[src/rtl/intr_ctrl.sv]
// intr_ctrl: interrupt controller for the OTTER RISC-V core.
// Synchronises external interrupt lines, turns rising edges into pending
// events, applies per-source mask and global MIE, and runs the intr/int_taken
// handshake toward the control unit. No nesting: once a request is taken,
// further requests are held off until mret.
//
// Ports:
//   clk         system clock, all state on rising edge
//   RST         synchronous active-high reset
//   irq_in      asynchronous external interrupt lines (level, active-high)
//   irq_mask    per-source enable, 1 = enabled
//   mie         global interrupt enable (mstatus.MIE)
//   int_taken   control unit is in its INTERRUPT state this cycle
//   mret        one-cycle pulse, handler returned
//   intr        interrupt request to the control unit
//   int_id      registered ID of the source being serviced
//   int_pending current pending bits
//   in_service  high while a handler is active
module intr_ctrl #(
    parameter int NUM_SRC = 4,
    parameter int ID_W    = 2
) (
    input  logic               clk,
    input  logic               RST,
    input  logic [NUM_SRC-1:0] irq_in,
    input  logic [NUM_SRC-1:0] irq_mask,
    input  logic               mie,
    input  logic               int_taken,
    input  logic               mret,
    output logic               intr,
    output logic [ID_W-1:0]    int_id,
    output logic [NUM_SRC-1:0] int_pending,
    output logic               in_service
);

    // One-hot style encoding so that the two unused codes exist and can be
    // steered back to IDLE.
    typedef enum logic [1:0] {
        IDLE    = 2'b01,
        SERVICE = 2'b10
    } state_t;

    state_t             state_q, state_d;
    logic [NUM_SRC-1:0] s1_q, s2_q, s3_q;
    logic [NUM_SRC-1:0] pend_q, pend_d;
    logic [ID_W-1:0]    id_q, id_d;

    logic [NUM_SRC-1:0] edge_w;
    logic [NUM_SRC-1:0] req_w;
    logic [NUM_SRC-1:0] win_oh;
    logic [ID_W-1:0]    win_id;
    logic               win_found;
    logic [NUM_SRC-1:0] clr_w;

    // s1/s2 are the synchroniser; s3 holds the previous synchronised level.
    assign edge_w = s2_q & ~s3_q;
    assign req_w  = pend_q & irq_mask;

    // Fixed priority: lowest index wins.
    always_comb begin
        win_oh    = '0;
        win_id    = '0;
        win_found = 1'b0;
        for (int unsigned i = 0; i < NUM_SRC; i++) begin
            if (!win_found && req_w[i]) begin
                win_found = 1'b1;
                win_id    = ID_W'(i);
                win_oh[i] = 1'b1;
            end
        end
    end

    always_comb begin
        state_d    = state_q;
        id_d       = id_q;
        clr_w      = '0;
        intr       = 1'b0;
        in_service = 1'b0;
        case (state_q)
            IDLE: begin
                intr = mie & win_found;
                if (int_taken && intr) begin
                    id_d    = win_id;
                    clr_w   = win_oh;
                    state_d = SERVICE;
                end
            end
            SERVICE: begin
                in_service = 1'b1;
                if (mret) begin
                    state_d = IDLE;
                end
            end
            default: state_d = IDLE;
        endcase
    end

    // A new edge on the source being cleared keeps the bit set.
    assign pend_d = (pend_q & ~clr_w) | edge_w;

    always_ff @(posedge clk) begin
        if (RST) begin
            s1_q    <= '0;
            s2_q    <= '0;
            s3_q    <= '0;
            pend_q  <= '0;
            id_q    <= '0;
            state_q <= IDLE;
        end else begin
            s1_q    <= irq_in;
            s2_q    <= s1_q;
            s3_q    <= s2_q;
            pend_q  <= pend_d;
            id_q    <= id_d;
            state_q <= state_d;
        end
    end

    assign int_id      = id_q;
    assign int_pending = pend_q;

endmodule

[config.mk]
export PLATFORM = sky130hd
export DESIGN_NAME = intr_ctrl
export DESIGN_NICKNAME = d
export VERILOG_FILES = /design/src/rtl/intr_ctrl.sv
export SDC_FILE = /design/constraint.sdc
export NUM_CORES = 1
export LEC_CHECK = 0
export ABC_AREA = 0
export BUFFER_PORTS_ARGS = -buffer_cell sky130_fd_sc_hd__buf_4
export CORE_UTILIZATION = 50
export DETAILED_ROUTE_END_ITERATION = 10
export PLACE_DENSITY = 0.78
export SETUP_SLACK_MARGIN = 0.1
export SYNTH_ARGS = -nofsm -noshare
export SYNTH_HDL_FRONTEND = slang
export SYNTH_SLANG_ARGS = --single-unit
[constraint.sdc]
create_clock -name clk -period 1.5 [get_ports clk]
set_input_delay 0 -clock clk [delete_from_list [all_inputs] [get_ports clk]]
set_output_delay 0 -clock clk [all_outputs]
set_load 0.01 [all_outputs]
==> implementation parameters <==
Parameter                              Value

Floorplanning
  Width of the die ... 39.6 µm
  Placement Rows ... 13
  Starting utilization of the core area ... 54.3%
  Die height ... 39.6 µm
  Floorplan Core Area ... 0.00130 mm²
  Overall die area ... 0.00157 mm²
  Num ports ... 21

Synthesis
  Number of distinct library cells after synthesis ... 23
  Share of the synthesized area in compound gates (AO/OA/AOI/OAI) ... 16.5%
  Post-synthesis adder-cell area fraction ... 0%
  Synth Area per Inst ... 10.2 µm²
  Number of synthesized register bits ... 20
  Main combinational cell family by area after synthesis ... simple AND/OR/NAND/NOR gates
  Simple-gate area share of the yosys netlist ... 23.9%
  Netlist area before placement ... 707 µm²
  Mux cell area share after synthesis ... 0%
  Register area share after synthesis ... 56.6%
  Synthesized instance count ... 69
  Area share of xor/xnor cells in the synthesized design ... 0%
  Synthesized Nets ... 82
  Number of synthesis warnings ... 0

Clocking
  Number of sinks on the clock net ... 20
  H-tree depth ... 1
  Number of buffers on the longest clock path ... 2
  CTS Root Buffer Type ... sky130_fd_sc_hd__clkbuf_4
  Clk pin slew, worst setup/hold paths ... 0.11 ns
  Clock latency on the worst-skew pair ... 0.29 ns
  Clock buffer count from CTS ... 3
  Clock tree from TritonCTS ... built

Setup path
  Maximum cell stage delay along the critical path ... 0.36 ns
  Ordered list of cells on the worst path ... a22oi_4 -> nand2_2 -> a21oi_2 -> nor3_1 -> buf_4
  Arrival time worst endpoint ... 1.32 ns
  CP Capture Type ... output pin
  Worst setup SP type ... register
  Worst EP required ... 1.50 ns
  Max FO, Critical Path ... 4
  Worst path slowest cell ... sky130_fd_sc_hd__dfxtp_2
  Crit path kind ... reg -> out

Pwr
  Static leakage ... 0.000448 µW
  Total power divided by cell area ... 1100 mW/mm²
  Largest vdd supply drop ... 0.834 mV
  Total power draw ... 1110 µW

Route
  WL/cell ... 11.1 µm
  Post-detailed-routing wire length ... 1.27 mm
  DRC violation total after the first TritonRoute iteration ... 8
  Number of vias in the routed layout ... 591
  Remaining design rule violation count ... 0
  Number of routed nets with antenna violations ... 0
  Detailed-routing iteration count for the pre-antenna-repair pass ... 4
  Number of vias per cell after detailed routing ... 5.14

STA
  Share of the clock period used by the worst path after layout ... 88.3%
  Endpoints failing setup ... 0
  Final-report hold violation count ... 0
  Relative slew slack ... 81.8%
  Clock period minus worst slack ... 1.32 ns
  Final worst slack ... 0.176 ns
  Slew of the pin with the lowest slew margin ... 0.271 ns
  Clock tree skew after final layout ... 0.00472 ns
  Final Max Tran Viols ... 0
  Maximum frequency from static timing analysis ... 755 MHz
  Setup tns final ... 0 ns
  Setup repair after global routing missed its margin ... false

Layout
  Number of inserted filler cells in the final layout ... 95
  Number of diodes ... 0
  Layout net count ... 114
  Proportion of layout cells with a drive suffix above 1 ... 29.0%
  Syn-to-layout area delta ... 42.8%

Placed design
  Worst-case setup slack after placement ... 0.392 ns
  Buffers on Ports ... 20
  Final weighted congestion in routability-driven placement ... 0.694
  HPWL reported at the end of detailed placement ... 832 µm

GRT
  Wire length of the first global-routing pass ... 2.07 mm
  Global-route usage over all layers ... 19.9%
  Antenna violations before repair ... 0
  Overall overflow remaining after global route ... 0
  Number of global-route vias before repair ... 540
  Maximum number of pins on one net before global-route repair ... 20

Hold path
  Hold WC Path Type ... in -> reg

Outcome
  Outcome ... finished, final reports clean

Run
  Count of max-cap constraint violations ... 0
final cells by class:
| type | instances | area [µm²] | area share, % |
|---|---|---|---|
| flip-flops and latches | 20 | 402 | 39.8 |
| multi-input cells | 44 | 288 | 28.5 |
| repair buffers | 29 | 238 | 23.5 |
| clock inverters | 1 | 30.0 | 2.97 |
| clock buffers | 3 | 22.5 | 2.23 |
| well taps | 15 | 18.8 | 1.86 |
| inverters | 3 | 11.3 | 1.12 |
sequential cells by signal, summed over array words and instances, names as in the netlist:
name and flops:
s1_q 4, int_pending 4, s2_q 4, s3_q 4
int_id 2, state_q 2
critical path: cells and delay by family, from the launching register on:
kind	cells	cell delay [ns]
AO/OA/AOI/OAI	2	0.37
flip-flops	1	0.36
AND/OR/NAND/NOR	2	0.15
buffers and inverters	1	0.14
placed cells by master (no fill, tap or decap), drive strengths merged, types with 3 or more instances in the layout:
cell type / synthesis / routed
buf: 2 / 21
dfxtp: 20 / 20
nor2b: 13 / 13
dlygate4sd3: 0 / 8
nand2: 7 / 7
a21oi: 5 / 5
inv: 3 / 3
clkbuf: 0 / 3
cells by family (layout without fill, tap and decap cells):
logic type / Yosys count / count (layout)
AND/OR/NAND/NOR: 30 / 30
flip-flops: 20 / 20
AO/OA/AOI/OAI: 14 / 14
buffers and inverters: 5 / 36
synth_stat cells:
master / instances / area share, %
sky130_fd_sc_hd__dfxtp_1: 20 / 57
sky130_fd_sc_hd__nor2b_1: 13 / 12
sky130_fd_sc_hd__nand2_1: 7 / 3.7
sky130_fd_sc_hd__a21oi_1: 4 / 2.8
sky130_fd_sc_hd__inv_1: 3 / 1.6
sky130_fd_sc_hd__a32o_1: 2 / 2.8
sky130_fd_sc_hd__buf_2: 2 / 1.4
sky130_fd_sc_hd__nand3_1: 2 / 1.4
sky130_fd_sc_hd__nor2_1: 2 / 1.1
sky130_fd_sc_hd__a21oi_2: 1 / 1.2
sky130_fd_sc_hd__a22oi_4: 1 / 3.0
sky130_fd_sc_hd__a31oi_1: 1 / 0.89
sky130_fd_sc_hd__and2b_1: 1 / 1.1
sky130_fd_sc_hd__and4b_1: 1 / 1.4
sky130_fd_sc_hd__nand2b_1: 1 / 0.89
sky130_fd_sc_hd__nand4_1: 1 / 0.89
sky130_fd_sc_hd__nand4b_1: 1 / 1.2
sky130_fd_sc_hd__nor3_1: 1 / 0.71
sky130_fd_sc_hd__o21a_1: 1 / 1.1
sky130_fd_sc_hd__o21ai_1: 1 / 0.71
sky130_fd_sc_hd__o221a_1: 1 / 1.6
sky130_fd_sc_hd__o31a_1: 1 / 1.2
sky130_fd_sc_hd__o31ai_1: 1 / 1.1
repair_timing:
action,in CTS,in global routing
setup endpoints to repair,1,1
resized for setup,0,2
cloned,0,0
buffers inserted,1,0
hold endpoints to repair,11,0
hold buffers,8,0
report_power, final:
part           internal (µW)  leakage [µW]  switching, µW
logic                   70.7      0.000256           49.1
registers                552      0.000164           11.4
clock network            270     0.0000279            157
total                    893      0.000448            218
stage by stage:
| step | hold slack, ns | instances | util (%) | instance area (µm²) |
|---|---|---|---|---|
| floorplan | 0.101 | 69 | - | 707 |
| global placement | 0.210 | 102 | 66.5 | 866 |
| detailed placement | 0.220 | 102 | 66.5 | 866 |
| CTS | 0.0452 | 115 | 77.3 | 1010 |
| global route | 0.0586 | 115 | 77.6 | 1010 |
| finish | 0.0545 | 115 | 77.6 | 1010 |
routing by layer:
metal	global-route usage (%)	vias to the layer above	part of all wire (%)
li1	-	304	-
met5	0	-	0
met4	10.3	0	0.94
met1	23.0	269	46
met2	34.4	16	48
met3	3.41	2	5.0
worst paths after layout:
| kind | startpoint | endpoint | slack (ns) | cells after the start |
|---|---|---|---|---|
| worst max-delay path | int_pending[0] | intr | 0.18 | 5 |
| worst min-delay path | irq_mask[0] | int_pending[0] | 0.05 | 4 |
| worst max register to register | int_pending[1] | state_q[0] | 0.37 | 5 |
| worst min register to register | s1_q[3] | s2_q[3] | 0.45 | 1 |
Note: power is estimated with default switching activity, not from simulation.
